### src/rtl/lcd_msg_pkg.sv
// lcd_msg_pkg: shared LCD command codes, default timings, message ROMs and character selection.
package lcd_msg_pkg;
  localparam logic [7:0] FUNC_SET = 8'h38;
  localparam logic [7:0] DISP_ON  = 8'h0C;
  localparam logic [7:0] ENTRY    = 8'h06;
  localparam logic [7:0] CLEAR    = 8'h01;
  localparam logic [7:0] LINE1    = 8'h80;
  localparam logic [7:0] LINE2    = 8'hC0;
  localparam int T_PWRUP_DEF = 750000;
  localparam int T_SETUP_DEF = 2;
  localparam int T_EN_DEF    = 12;
  localparam int T_CMD_DEF   = 2000;
  localparam int T_CLR_DEF   = 82000;
  localparam logic [127:0] BLANK = {16{8'h20}};
  typedef enum logic [2:0] {S_PWRUP, S_INIT, S_IDLE, S_CAPTURE, S_MSG, S_DONE} state_e;
  typedef enum logic [1:0] {W_SETUP, W_EN_HI, W_HOLD, W_WAIT} wr_e;
  function automatic logic [39:0] item_name(input logic [1:0] item);
    return item == 2'd1 ? "Pepsi" : item == 2'd2 ? "lays " : item == 2'd3 ? "Coke " : "-----";
  endfunction
  function automatic logic [127:0] line2_rom(input logic [3:0] msg);
    return msg == 4'd2 ? "Collect item    " : msg == 4'd3 ? "Sold out        " :
           msg == 4'd4 ? "Insufficient    " : BLANK;
  endfunction
  function automatic logic [7:0] char_at(input logic line2, input logic [3:0] pos, input logic [1:0] item,
                                         input logic [2:0] qty, input logic [11:0] bcd, input logic [3:0] msg);
    logic [7:0] h, t, o;
    logic [39:0] tail;
    logic [127:0] s;
    h = {4'h3, bcd[11:8]};
    t = {4'h3, bcd[7:4]};
    o = {4'h3, bcd[3:0]};
    // price digits left-justified with leading zeros dropped
    tail = bcd[11:8] != 4'd0 ? {h, t, o, 16'h2020} : bcd[7:4] != 4'd0 ? {t, o, 24'h202020} : {o, 32'h20202020};
    s = line2 ? (msg == 4'd1 ? {"Qty: ", 5'b00110, qty, {10{8'h20}}} : line2_rom(msg))
              : (msg == 4'd0 ? BLANK : msg <= 4'd4 ? {item_name(item), " = Rs.", tail} : "Invalid msg     ");
    return s[{~pos, 3'b000} +: 8];
  endfunction
endpackage

### src/rtl/price_bcd.sv
// price_bcd: sequential 8-bit binary to 3-digit BCD double-dabble, one bit per cycle.
module price_bcd (
  input  logic        clk,
  input  logic        rst_n,
  input  logic        start_i,
  input  logic [7:0]  bin_i,
  output logic        valid_o,
  output logic [11:0] bcd_o
);
  logic [19:0] sh_q, adj;
  logic [3:0] cnt_q;
  logic valid_q;
  function automatic logic [3:0] add3(input logic [3:0] d);
    return d >= 4'd5 ? d + 4'd3 : d;
  endfunction
  assign adj = {add3(sh_q[19:16]), add3(sh_q[15:12]), add3(sh_q[11:8]), sh_q[7:0]};
  assign bcd_o = sh_q[19:8];
  assign valid_o = valid_q;
  always_ff @(posedge clk or negedge rst_n) begin
    if (!rst_n) begin
      sh_q <= '0;
      cnt_q <= '0;
      valid_q <= 1'b0;
    end else if (start_i) begin
      sh_q <= {12'd0, bin_i};
      cnt_q <= 4'd8;
      valid_q <= 1'b0;
    end else begin
      valid_q <= cnt_q == 4'd1;
      if (cnt_q != 4'd0) begin
        sh_q <= {adj[18:0], 1'b0};
        cnt_q <= cnt_q - 4'd1;
      end
    end
  end
endmodule

### src/rtl/lcd_msg_driver.sv
// lcd_msg_driver: formats two 16-char lines from message fields and writes them to an HD44780 panel, owning its init.
module lcd_msg_driver
  import lcd_msg_pkg::*;
#(
  parameter int T_PWRUP = T_PWRUP_DEF,
  parameter int T_SETUP = T_SETUP_DEF,
  parameter int T_EN    = T_EN_DEF,
  parameter int T_CMD   = T_CMD_DEF,
  parameter int T_CLR   = T_CLR_DEF
) (
  input  logic       clk,
  input  logic       rst,
  input  logic       start,
  input  logic [1:0] item,
  input  logic [2:0] qty,
  input  logic [7:0] price,
  input  logic [3:0] msg_index,
  output logic       done,
  output logic       busy,
  output logic [7:0] lcd,
  output logic       lcd_rs,
  output logic       lcd_rw,
  output logic       lcd_en
);
  localparam int TM1 = T_PWRUP > T_CLR ? T_PWRUP : T_CLR;
  localparam int TM2 = TM1 > T_CMD ? TM1 : T_CMD;
  localparam int TM3 = TM2 > T_EN ? TM2 : T_EN;
  localparam int TMAX = TM3 > T_SETUP ? TM3 : T_SETUP;
  localparam int CW = $clog2(TMAX + 1);
  localparam logic [CW-1:0] C_PWRUP = CW'(T_PWRUP - 1);
  localparam logic [CW-1:0] C_SETUP = CW'(T_SETUP - 1);
  localparam logic [CW-1:0] C_EN    = CW'(T_EN - 1);
  localparam logic [CW-1:0] C_CMD   = CW'(T_CMD - 1);
  localparam logic [CW-1:0] C_CLR   = CW'(T_CLR - 1);
  state_e state_q;
  wr_e ws_q;
  logic [CW-1:0] cnt_q, wait_cur;
  logic [5:0] widx_q, n_idx;
  logic [7:0] lcd_q, nbyte;
  logic rs_q, en_q, done_q, busy_q, pend_q, capn_q;
  logic [1:0] item_q;
  logic [2:0] qty_q;
  logic [3:0] msg_q, pos;
  logic [11:0] bcd_q, bcd_w;
  logic is_init, st_pend, cap, last, ld, nrs, bcd_v;
  assign lcd = lcd_q;
  assign lcd_rs = rs_q;
  assign lcd_rw = 1'b0;
  assign lcd_en = en_q;
  assign done = done_q;
  assign busy = busy_q;
  price_bcd u_bcd (.clk(clk), .rst_n(rst), .start_i(cap), .bin_i(price), .valid_o(bcd_v), .bcd_o(bcd_w));
  always_comb begin
    is_init = state_q == S_PWRUP || state_q == S_INIT;
    st_pend = start && is_init && !pend_q;
    cap = state_q == S_CAPTURE || capn_q;
    n_idx = (state_q == S_INIT || state_q == S_MSG) ? widx_q + 6'd1 : 6'd0;
    pos = n_idx >= 6'd19 ? 4'(n_idx - 6'd19) : 4'(n_idx - 6'd2);
    nbyte = is_init ? (n_idx == 6'd4 ? DISP_ON : n_idx == 6'd5 ? ENTRY : n_idx == 6'd6 ? CLEAR : FUNC_SET)
          : n_idx == 6'd0 ? CLEAR : n_idx == 6'd1 ? LINE1 : n_idx == 6'd18 ? LINE2
          : char_at(n_idx >= 6'd19, pos, item_q, qty_q, bcd_q, msg_q);
    nrs = !is_init && n_idx != 6'd0 && n_idx != 6'd1 && n_idx != 6'd18;
    wait_cur = (is_init ? (widx_q < 6'd2 || widx_q == 6'd6) : widx_q == 6'd0) ? C_CLR : C_CMD;
    last = widx_q == (is_init ? 6'd6 : 6'd34);
    ld = (state_q == S_PWRUP && cnt_q == '0) || (state_q == S_IDLE && pend_q) || state_q == S_CAPTURE ||
         ((state_q == S_INIT || state_q == S_MSG) && ws_q == W_WAIT && cnt_q == '0 && !last);
  end
  always_ff @(posedge clk or negedge rst) begin
    if (!rst) begin
      state_q <= S_PWRUP;
      ws_q <= W_SETUP;
      cnt_q <= C_PWRUP;
      widx_q <= '0;
      lcd_q <= '0;
      rs_q <= 1'b0;
      en_q <= 1'b0;
      done_q <= 1'b0;
      busy_q <= 1'b1;
      pend_q <= 1'b0;
      capn_q <= 1'b0;
      item_q <= '0;
      qty_q <= '0;
      msg_q <= '0;
      bcd_q <= '0;
    end else begin
      done_q <= 1'b0;
      capn_q <= st_pend;
      if (st_pend) pend_q <= 1'b1;
      if (cap) begin
        item_q <= item;
        qty_q <= qty;
        msg_q <= msg_index;
      end
      if (bcd_v) bcd_q <= bcd_w;
      case (state_q)
        S_PWRUP: begin
          cnt_q <= cnt_q - CW'(1);
          if (cnt_q == '0) state_q <= S_INIT;
        end
        S_IDLE: begin
          if (pend_q) begin
            state_q <= S_MSG;
            pend_q <= 1'b0;
          end else if (start) begin
            state_q <= S_CAPTURE;
            busy_q <= 1'b1;
          end
        end
        S_CAPTURE: state_q <= S_MSG;
        S_DONE: state_q <= S_IDLE;
        default: begin
          if (cnt_q != '0) cnt_q <= cnt_q - CW'(1);
          else case (ws_q)
            W_SETUP: begin ws_q <= W_EN_HI; en_q <= 1'b1; cnt_q <= C_EN; end
            W_EN_HI: begin ws_q <= W_HOLD; en_q <= 1'b0; cnt_q <= C_SETUP; end
            W_HOLD: begin ws_q <= W_WAIT; cnt_q <= wait_cur; end
            default: if (last) begin
              state_q <= state_q == S_INIT ? S_IDLE : S_DONE;
              done_q <= state_q == S_MSG;
              // a request latched during init keeps busy high straight into its message
              busy_q <= state_q == S_INIT && (pend_q || st_pend);
            end
          endcase
        end
      endcase
      if (ld) begin
        widx_q <= n_idx;
        lcd_q <= nbyte;
        rs_q <= nrs;
        ws_q <= W_SETUP;
        cnt_q <= C_SETUP;
      end
    end
  end
endmodule

### config.mk
export PLATFORM = sky130hd
export DESIGN_NAME = lcd_msg_driver
export DESIGN_NICKNAME = d
export VERILOG_FILES = /design/src/rtl/lcd_msg_pkg.sv /design/src/rtl/price_bcd.sv /design/src/rtl/lcd_msg_driver.sv
export SDC_FILE = /design/constraint.sdc
export NUM_CORES = 1
export LEC_CHECK = 0
export ABC_AREA = 1
export CAP_MARGIN = 5
export CORE_AREA = 4 4 156 158
export DETAILED_ROUTE_END_ITERATION = 10
export DIE_AREA = 0 0 160 162
export PLACE_DENSITY = 0.46
export SLEW_MARGIN = 20
export SYNTH_ARGS = -nofsm -noshare
export SYNTH_HDL_FRONTEND = slang
export SYNTH_SLANG_ARGS = --single-unit
### constraint.sdc
create_clock -name clk -period 5.21 [get_ports clk]
set_input_delay 1.563 -clock clk [delete_from_list [all_inputs] [get_ports clk]]
set_output_delay 1.563 -clock clk [all_outputs]
set_load 0.02 [all_outputs]
==> flow_metrics.tcl, run 1 <==
set metrics [dict create \
    postCtsSetupBuffers 0 \
    syn_avg_cell_area_um2 6.99 \
    synth_top_family_by_area "simple AND/OR/NAND/NOR gates" \
    cts.sinks 91 \
    cp.required_ns 5.46 \
    grt_pass1_wl_um 31900 \
    cts.clk_slew.worst_paths_ns 0.08 \
    hold_viol_final 0 \
    synth_compound_area_share_pct 14.6 \
    tightest_slew_ns 0.919 \
    cp_slowest_cell "inv_1" \
    run_status "completed" \
    syn-instance-count 968 \
    area_growth_pct 11.8 \
    cts_hold_buf 0 \
    post_drt_wl_per_cell_um 14.8 \
    criticalPathCategory "reg2reg" \
    n_antenna_cell 0 \
    cap_violations 0 \
    ys_seq_area_share_pct 33.9 \
    synthMuxAreaShare_pct 0 \
    rsz0062_at_grt "no" \
    ios 33 \
    netlist_area_um2 6760 \
    power_density_nw_per_um2 672 \
    grt_max_degree 69 \
    synth_area_leaders "dfrtp_1 28%, nand2_1 14%, nor2_1 6.1%" \
    port_buffers 31 \
    clock_latency_ns 0.36 \
    drcViolationCount 0 \
    hp-class "reg2reg" \
    cp_top_family "simple AND/OR/NAND/NOR gates" \
    yosysUniqueCellTypes 48 \
    setup.worst_path.start_class "flop" \
    fmax_mhz 286 \
    grtUsageTotal_pct 14.8 \
    worstRegToRegCells 13 \
    die_h_um 162 \
    antenna_left 0 \
    fin_worst_skew_ns 0.0107 \
    synthXorXnorAreaFrac_pct 2.85 \
    root_buffer "clkbuf_16" \
    setup_viol 0 \
    finalCritPeriodShare_pct 67.0 \
    synth_edf_count 0 \
    ys.warnings.count 0 \
    crit_chain "inv_1 -> ha_1 -> nand2_1 -> nor2_1 -> and3_1 -> a211oi_1 -> nand2_1 -> inv_1 -> nor2_1 -> a31oi_1 -> nor2_1 -> nand2_1 -> nand2_1" \
    fin_nets 1032 \
    finalSetupTns_ns 0 \
    cts.repair.resized 0 \
    crit_arrival_ns 3.74 \
    finalMaxSlewViolations 0 \
    dp.final_hpwl_um 14000 \
    hold_slack_ns 0.481 \
    clock_path_buffers 2 \
    cp-end-kind "flop" \
    synth_top_area_share_pct 28.5 \
    yosysMostFrequentCell "nand2_1" \
    gp_congestion 0.900 \
    power_mw 5.08 \
    tritoncts "done" \
    async_reset_ff_share_pct 100 \
    initial_core_util_pct 29.2 \
    ys_seq_elements 91 \
    cts_max_level 3 \
    critPathMaxFanout 23 \
    vias 6174 \
    first_iter_violations 424 \
    cts_made_buffers 9 \
    yosys.area.top_type "dfrtp_1" \
    grt-ovfl-total 0 \
    critPathMaxStageDelay_ns 0.82 \
    p_leak_nw 3.67 \
    core-area_um2 23100 \
    synth.net_count 1018 \
    crit_top_cell "nand2_1" \
    fin_crit_ns 3.49 \
    synth_commonest_cells "247 x nand2_1, 110 x nor2_1, 109 x inv_1, 82 x nand3_1, 77 x dfrtp_1" \
    crit_cells 13 \
    synth_ff_type "dfrtp_1" \
    grt_pass1_vias 6102 \
    synth-simple-area-share_pct 33.3 \
    crit_buf_inv 2 \
    finalWirelength_um 18900 \
    via_per_inst 4.83 \
    drive_gt1_share_pct 7.80 \
    min_path_cells 2 \
    rows 56 \
    slew_headroom_pct 38.8 \
    antenna_found_initial 0 \
    yosys.area_share.adder_pct 5.55 \
    die_w_um 160 \
    dr.pass1.iters 5 \
    irDropWorstVdd_v 0.000185 \
    die_area_um2 25900 \
]
[registers in the layout, indices dropped and copies added (netlist names)]
register and cells:
qty_q 3, item_q 2, msg_q 4, lcd_rs 1
u_bcd.valid_o 1, state_q 3, widx_q 6, capn_q 1
ws_q 2, pend_q 1, bcd_q 12, u_bcd.sh_q 20
done 1, lcd 8, u_bcd.cnt_q 4, lcd_en 1
busy 1, cnt_q 20
[placed cells by master (no fill, tap or decap), types with 9 or more instances in the layout]
cell and n:
nor2_1 110, o22ai_1 20, o21ai_0 71, o21ai_1 9, nand2_1 247, nor3_1 9, dfstp_2 14, dfrtp_1 77
ha_1 30, nand4_1 17, nand3_1 82, inv_1 109, nand2_2 12, clkdlybuf4s50_1 30, a21oi_1 32, clkbuf_16 11
xor2_1 19
[cells by family after synthesis]
group | after synthesis
and+or+nand+nor | 504
AOI/OAI and AO/OA | 170
buffers and inverters | 150
DFF | 91
adders and majority gates | 30
xor gates and xnor gates | 22
other | 1
[worst register-to-register path, cell delays in order, from the launching register on]
cell	delay, ns
dfstp_2	0.52
inv_1	0.06
ha_1	0.23
nand2_1	0.15
nor2_1	0.11
and3_1	0.24
a211oi_1	0.20
nand2_1	0.56
inv_1	0.82
nor2_1	0.09
a31oi_1	0.23
nor2_1	0.07
nand2_1	0.07
nand2_1	0.04
[area by class of cell]
| class | count | area [µm²] |
|---|---|---|
| clock inverters | 4 | 27.5 |
| flip-flops and latches | 91 | 2290 |
| inverters | 119 | 452 |
| well taps | 290 | 363 |
| multi-input cells | 727 | 3820 |
| repair buffers | 34 | 330 |
| fillers | 2556 | 15600 |
| clock buffers | 12 | 279 |
[where the power goes]
part	switching [mW]	internal [mW]	leakage [nW]
combinational	2.11	1.02	2.41
clock	0.297	0.384	0.154
sequential	0.236	1.04	1.11
total	2.64	2.45	3.67
[through the flow]
step	std cells	cell area [µm²]	worst slack, ns	util (%)
3_3_place_gp	1261	7260	1.66	31.4
3_5_place_dp	1261	7260	1.65	31.4
6_report	1277	7560	1.72	32.7
5_1_grt	1277	7560	1.23	32.7
4_1_cts	1277	7560	1.64	32.7
2_1_floorplan	968	6760	2.68	-
[final timing paths]
path	slack [ns]	endpoint	from
worst max-delay path	1.72	lcd[0]	cnt_q[0]
worst min-delay path	0.48	bcd_q[7]	u_bcd.sh_q[15]
worst max register to register	1.72	lcd[0]	cnt_q[0]
worst min register to register	0.48	bcd_q[7]	u_bcd.sh_q[15]
max in group asynchronous	2.97	bcd_q[7]	rst
min in group asynchronous	1.34	cnt_q[4]	rst
[per-layer routing]
layer / track usage [%] / part of all wire, % / wire, µm / up-vias
met5: 0 / 0 / 0 / -
met4: 4.85 / 2.0 / 383 / 0
met3: 2.39 / 3.6 / 682 / 26
met2: 23.6 / 45 / 8510 / 116
met1: 20.6 / 49 / 9340 / 2831
li1: - / - / - / 3201
(Power assumes the default switching activity.)
==> run 2: changes to the inputs <==
- clock period: 5.21 -> 3.25 ns (I/O delays scaled with it)
==> run 2 against run 1 <==
Net effect: first-iteration DRC count grew 0.94%; flip-flop and latch count is the same; cell area grew 2.0%; critical endpoint unchanged.
==> flow_metrics.tcl, run 2 (synthesized netlist as in run 1, its figures left out) <==
set metrics [dict create \
    criticalPathCategory "reg2reg" \
    nFillCells 2515 \
    tritoncts "done" \
    clkPwrFrac_pct 13.4 \
    r2r_end "lcd[0]" \
    cp-end-kind "flop" \
    fin_nets 1049 \
    die_w_um 160 \
    cp_top_family "simple AND/OR/NAND/NOR gates" \
    gp_congestion 0.913 \
    n_antenna_cell 0 \
    port_buffers 31 \
    internal-power_mw 4.05 \
    hp-class "reg2reg" \
    cts_max_level 3 \
    crit_arrival_ns 3.18 \
    run_status "completed" \
    crit_buf_inv 5 \
    rrSetupSlack_ns 0.32 \
    initial_core_util_pct 29.2 \
    combPwrFrac_pct 62.1 \
    cap_violations 0 \
    power_density_nw_per_um2 1080 \
    p_leak_nw 3.76 \
    crit_chain "inv_1 -> nand3_2 -> nand2_4 -> nand2_1 -> inv_1 -> ha_1 -> inv_1 -> nand3_4 -> nand2_4 -> nand2_4 -> nand2_2 -> nand2_4 -> inv_4 -> nor2_4 -> nand2_1 -> nand2_1 -> inv_2 -> nand2_1 -> nand2_1 -> nand2_1 -> nand2_1 -> nand2_1 -> nand2_1" \
    tightest_slew_ns 0.688 \
    post_drt_wl_per_cell_um 14.7 \
    grt_pass1_vias 6101 \
    hp-start "u_bcd.sh_q[15]" \
    root_buffer "clkbuf_16" \
    worstSetupStartpoint "state_q[1]" \
    cp.required_ns 3.50 \
    grt-ovfl-total 0 \
    min_path_cells 2 \
    setup.worst_path.start_class "flop" \
    finalMaxSlewViolations 0 \
    antenna_found_initial 0 \
    critPathMaxStageDelay_ns 0.39 \
    antenna_left 0 \
    critPathMaxFanout 17 \
    drive_gt1_share_pct 9.46 \
    hold_path_end "bcd_q[7]" \
    fmax_mhz 342 \
    dp.final_hpwl_um 14300 \
    most-common-layout-cells "247 x nand2_1, 110 x nor2_1, 109 x inv_1" \
    power_mw 8.32 \
    top_regs "cnt_q (20), u_bcd.sh_q (20), bcd_q (12)" \
    netSwitchingFraction_pct 51.3 \
    postCtsSetupBuffers 0 \
    final_common_cell "nand2_1" \
    layout.cells.non_filler 1294 \
    grt_max_degree 40 \
    r2r_start "state_q[1]" \
    area_growth_pct 14.1 \
    fin_ws_ns 0.324 \
    clock_latency_ns 0.35 \
    first_iter_violations 428 \
    cp_slowest_cell "dfrtp_1" \
    crit_top_cell "nand2_1" \
    finalCritPeriodShare_pct 90.0 \
    pre_cts_ws_ns 0.313 \
    placed_cells 1278 \
    cts.sinks 91 \
    cts_made_buffers 9 \
    die_area_um2 25900 \
    cts.clk_slew.worst_paths_ns 0.07 \
    clock_path_buffers 2 \
    setup_viol 0 \
    ios 33 \
    fin_worst_skew_ns 0.0101 \
    die_h_um 162 \
    fin_crit_ns 2.93 \
    grt_pass1_wl_um 32000 \
    dr.pass1.iters 5 \
    worstRegToRegCells 23 \
    switching_power_mw 4.27 \
    vias 6285 \
    core-area_um2 23100 \
    power_frac_seq_pct 24.5 \
    irDropWorstVdd_v 0.000594 \
    finalWirelength_um 19100 \
    via_per_inst 4.86 \
    hold_viol_final 0 \
    rows 56 \
    drcViolationCount 0 \
    slew_headroom_pct 54.0 \
    grtUsageTotal_pct 14.9 \
]
## run 2: cell types whose count changed in the layout (fill, tap and decap cells not counted)
cell,before,now
clkbuf_16,11,9
clkinv_2,2,1
buf_4,4,19
clkbuf_1,1,0
nor2_2,4,3
inv_6,2,3
buf_12,0,1
clkbuf_8,0,1
bufinv_16,0,1
buf_6,0,1
clkinv_4,0,1
nor2_4,4,5
## run 2: worst max-delay path by stage
stage	end	slack, ns	depth (start not counted)
after floorplan	lcd[0]	0.72	23
after global routing	lcd[2]	-0.002	21
final	lcd[0]	0.32	23
after global placement	lcd[0]	0.29	21
after detailed placement	lcd[0]	0.31	21
after CTS	lcd[0]	0.29	21
## run 2: repair_timing
action | 4_1_cts | 5_1_grt
endpoints found under the setup margin | 0 | 1
hold buffers | 0 | 0
resized for setup | 0 | 2
## run 2: power groups by stage
stage / Combinational [mW] / Sequential (mW) / Clock (mW)
after floorplan: 3.81 / 2.01 / 0
after global placement: 5.22 / 2.06 / 0
final: 5.17 / 2.04 / 1.12
after detailed placement: 5.14 / 2.07 / 0
after CTS: 5.16 / 2.05 / 1.16
after global routing: 5.90 / 2.12 / 1.21
## run 2: area by class of cell
class                   count  area, µm²  share of cell area (%)
clock buffers              10        239                    3.10
clock inverters             6       70.1                   0.908
inverters                 119        452                    5.86
multi-input cells         727       3820                    49.5
flip-flops and latches     91       2290                    29.7
well taps                 290        363                    4.70
repair buffers             51        474                    6.15
## run 2: metrics by stage
stage	util [%]	hold slack (ns)	TNS (ns)	cell area, µm²
5_1_grt	33.4	0.520	-0.00194	7710
2_1_floorplan	-	0.444	0	6760
3_5_place_dp	32.0	0.468	0	7400
4_1_cts	33.3	0.484	0	7700
3_3_place_gp	32.0	0.465	0	7400
6_report	33.4	0.480	0	7710
## run 2: worst min-delay path, delay by kind of cell, from the launching register on
kind | cells | cell delay [ns]
AO/OA/AOI/OAI | 1 | 0.06
flip-flops | 1 | 0.34
AND/OR/NAND/NOR | 1 | 0.05
## run 2: metal layers
layer	GRT usage, %	share of wire [%]	vias to the layer above
met5	0	0	-
met4	3.95	1.6	0
met3	2.49	4.3	23
met2	23.0	43	139
met1	21.8	51	2889
li1	-	-	3234
==> edit 1: new RTL, settings of run 2 <==
Register the output `lcd` once more, without a reset; this adds one clock of latency there. The other outputs are not delayed to match.
--- a/src/rtl/lcd_msg_driver.sv
+++ b/src/rtl/lcd_msg_driver.sv
@@ -45,3 +45,5 @@
   logic is_init, st_pend, cap, last, ld, nrs, bcd_v;
-  assign lcd = lcd_q;
+  always_ff @(posedge clk) begin
+    lcd <= lcd_q;
+  end
   assign lcd_rs = rs_q;
Formal check against the unedited RTL: same outputs for any inputs over 10 cycles, from zero or initial values and one cycle with rst low; that may be too few to reach the edited logic, so the function may still have changed.
==> edit 1 against run 2 <==
  * Final area increased by 1.4%
  * Area after synthesis increased by 0.74%
  * Sequential cell count is 8 higher
  * Cell count fell by 0.31%
  * Routed wire length down 0.75%
  * Setup slack worse by 0.021 ns
  * Critical path type unchanged
  * Critical endpoint is now lcd_q[3]
Power is not compared: it rests on default switching activity, and its combinational part moved more than twofold at a synthesized area within 25%.
==> edit 1: results <==
group,metric,value,unit
run_status,status,"finished, final reports clean",
critical_path,worst-path-max-fanout,8,
grt,grt_pass1_wl,31200,um
grt,grt_usage,0.146,
synthesis,syn_inst,955,
sta,fin_ws,0.302,ns
sta,slew_headroom,0.558,
synthesis,ys_types,53,
detailed_routing,avgViaCountPerCell,4.88,
detailed_routing,drtIter0Drc,415,
place,preCtsSetupSlack,0.230,ns
power_and_ir_drop,p_leak,3.78,nW
grt,grt_start_max_net_pins,44,
detailed_routing,vias,6293,
layout,reg_top3,"cnt_q: 20 flops, u_bcd.sh_q: 20 flops, bcd_q: 12 flops",
detailed_routing,routedWlPerCell,14.7,um
place,dp.cells,1267,
synthesis,seq_area_frac_synth,0.360,
synthesis,synthTopCellsByCount,"nand2_1, inv_1, nor2_1",
sta,finClkSkew,0.0116,ns
layout,drive_gt1_frac,0.101,
layout,fillers,2529,
critical_path,max_stage_delay,0.41,ns
critical_path,cp.arrival,3.23,ns
synthesis,async_flop_share,0.919,
grt,grt_pass1_vias,6005,
==> edit 1: worst paths after layout <==
kind                           start  endpoint  cells past startpoint
max                        widx_q[0]  lcd_q[3]                     19
min                         lcd_q[1]    lcd[1]                      0
max reg2reg                widx_q[0]  lcd_q[3]                     19
min reg2reg                 lcd_q[1]    lcd[1]                      0
max in group asynchronous        rst  cnt_q[7]                      2
min in group asynchronous        rst  lcd_q[1]                      1
==> edit 1: per-stage QoR <==
stage | power (mW) | instance area (um^2) | hold WS [ns]
after detailed placement | 2.93 | 7450 | 0.364
after global placement | 2.93 | 7450 | 0.364
after floorplan | 2.55 | 6810 | 0.347
after global routing | 4.27 | 7820 | 0.387
final | 3.95 | 7820 | 0.375
after CTS | 4.02 | 7740 | 0.382
==> edit 1: kinds of logic after synthesis <==
| family | count (synthesis) | synth area share |
|---|---|---|
| other | 1 | 0.000551 |
| AOI/OAI and AO/OA | 203 | 0.169 |
| DFF | 99 | 0.360 |
| buffers and inverters | 149 | 0.0933 |
| adders and majority gates | 30 | 0.0551 |
| xor gates and xnor gates | 12 | 0.0154 |
| and+or+nand+nor | 461 | 0.306 |
==> edit 1: cell type report <==
cell class	count	area, um^2	share of cell area
clock inverters	7	61.3	0.00784
multi-input cells	707	3740	0.478
repair buffers	60	533	0.0681
clock buffers	9	225	0.0288
flip-flops and latches	99	2460	0.314
inverters	118	443	0.0566
well taps	290	363	0.0464
==> edit 1: layer usage <==
layer | up-vias | GRT usage | routed length (um)
met2 | 140 | 0.241 | 8740
met3 | 26 | 0.0261 | 741
li1 | 3238 | - | -
met1 | 2889 | 0.200 | 9140
met4 | 0 | 0.0360 | 318
met5 | - | 0 | 0
==> edit 1: power by group through the flow <==
stage	combinational, mW	sequential [mW]	clock (mW)
final	1.23	1.67	1.05
after global routing	1.42	1.70	1.14
after CTS	1.24	1.67	1.10
after detailed placement	1.24	1.69	0
after global placement	1.24	1.69	0
after floorplan	0.935	1.62	0
==> edit 1: what timing repair did <==
| item | CTS | global route |
|---|---|---|
| setup endpoints to repair | 0 | 4 |
| buffers inserted | 0 | 7 |
| gates resized for setup | 0 | 7 |
==> edit 1: worst register-to-register path: stages, from the launching register on <==
cell     delay (ns)
dfrtp_1        0.41
inv_1          0.14
ha_1           0.25
nand2_1        0.08
inv_1          0.08
ha_1           0.21
inv_1          0.07
nand3_2        0.08
nand2_2        0.16
buf_4          0.20
nand3_2        0.18
inv_1          0.18
o21ai_0        0.12
nand3_1        0.08
nand2_1        0.07
nand2_1        0.09
nand3_1        0.08
o21ai_1        0.20
nand2_1        0.10
a21oi_2        0.12
==> edit 2: new RTL, config.mk and constraints of run 2 <==
Without the edit above. Change the package constant `T_EN_DEF` from 12 to 6.
--- a/src/rtl/lcd_msg_pkg.sv
+++ b/src/rtl/lcd_msg_pkg.sv
@@ -10,3 +10,3 @@
   localparam int T_SETUP_DEF = 2;
-  localparam int T_EN_DEF    = 12;
+  localparam int T_EN_DEF    = 6;
   localparam int T_CMD_DEF   = 2000;
Check against the original RTL: same outputs for any inputs over 10 cycles, from zero or initial values and one cycle with rst low; that may be too few to reach the edited logic, so the function may still have changed.
==> edit 2 against run 2 <==
  * Combinational power up 2%
  * Non-clock buffer count down 2
  * Final area decreased by 0.26%
  * Via count rose by 0.33%
  * Cell count decreased by 0.70%
  * Power increased by 0.89%
  * Largest power group unchanged
  * Routed wire length increased by 2.0%
  * Critical endpoint is now lcd[2]
  * Global-route usage grew 0.22 points
  * Die area is the same
  * Area after synthesis is 0.76% lower
  * Setup slack lost 0.068 ns
  * Sequential cell count stayed put
==> edit 2: results <==
group,metric,value,unit
run_status,status,"finished, final reports clean",
synthesis,synth_compound_area_frac,0.144,
layout,signal_buffers,49,
synthesis,synth.net_count,1009,
power_and_ir_drop,p_leak,3.74,nW
clock_tree,post-cts-setup-buffers,0,
layout,clock_tree_area_fraction,0.0389,
layout,sh_seq_area,0.298,
layout,clkbuf_count,9,
layout,num-nonclk-inverters,129,
critical_path,worst-path-max-fanout,14,
power_and_ir_drop,total_power,8.40,mW
synthesis,ys.flop_type,"dfrtp_1",
critical_path,endpoint,"lcd[2]",
sta,fin_ws,0.255,ns
layout,drive_gt1_frac,0.0995,
critical_path,regToRegEndpoint,"lcd[2]",
synthesis,synthTopCellsByCount,"nand2_1, inv_1, nor2_1",
layout,multiInputGateArea,3780,um^2
critical_path,cp.arrival,3.27,ns
synthesis,yosys-top-cells-area,"dfrtp_1, nand2_1, inv_1",
place,preCtsSetupSlack,0.0761,ns
sta,finClkSkew,0.00842,ns
synthesis,seq_area_frac_synth,0.342,
place,place_area,7330,um^2
min_path,holdPathEnd,"busy",
grt,grt_usage,0.152,
grt,grt_pass1_wl,32400,um
synthesis,synth_xor_area_frac,0.0261,
clock_tree,h-tree-depth,3,
power_and_ir_drop,internal_power,4.03,mW
power_and_ir_drop,p_per_area,1090,nW/um^2
grt,grt_start_max_net_pins,58,
detailed_routing,drt_wl_total,19500,um
place,dp.cells,1268,
layout,layout.nonclk_buf_frac,0.0608,
synthesis,synth.most_common_cell,"nand2_1",
grt,grt_pass1_vias,6156,
synthesis,synth-adder-area-share,0.0559,
place,dp_hpwl,14800,um
layout,fillers,2570,
synthesis,syn_inst,959,
min_path,holdCritStartpoint,"busy",
critical_path,rr_worst_depth,19,
detailed_routing,drtIter0Drc,384,
sta,slew_headroom,0.567,
layout,multi_input_cells,710,
sta,whs,0.485,ns
power_and_ir_drop,irDropWorstVdd,0.000569,V
detailed_routing,vias,6306,
power_and_ir_drop,p_comb,5.26,mW
place,gp_congestion,0.915,
detailed_routing,routedWlPerCell,15.1,um
[edit 2: cells by family after synthesis]
family | Yosys count
other cells | 1
fa+ha+maj | 30
compound gates | 168
buf+inv | 158
simple gates | 491
flops | 91
xor+xnor | 20
[edit 2: worst max-delay path: cells and delay by family (launching register included)]
| family | cells | cell delay [ns] |
|---|---|---|
| DFF | 1 | 0.39 |
| adders and majority gates | 1 | 0.18 |
| buffers and inverters | 5 | 0.66 |
| AOI/OAI and AO/OA | 3 | 0.48 |
| and+or+nand+nor | 10 | 1.19 |
[edit 2: layer usage]
| metal | up-vias | track usage | part of all wire | wire length, um |
|---|---|---|---|---|
| met4 | 0 | 0.0305 | 0.011 | 223 |
| met3 | 20 | 0.0246 | 0.037 | 719 |
| met2 | 135 | 0.249 | 0.46 | 8970 |
| met5 | - | 0 | 0 | 0 |
| li1 | 3200 | - | - | - |
| met1 | 2951 | 0.213 | 0.49 | 9550 |
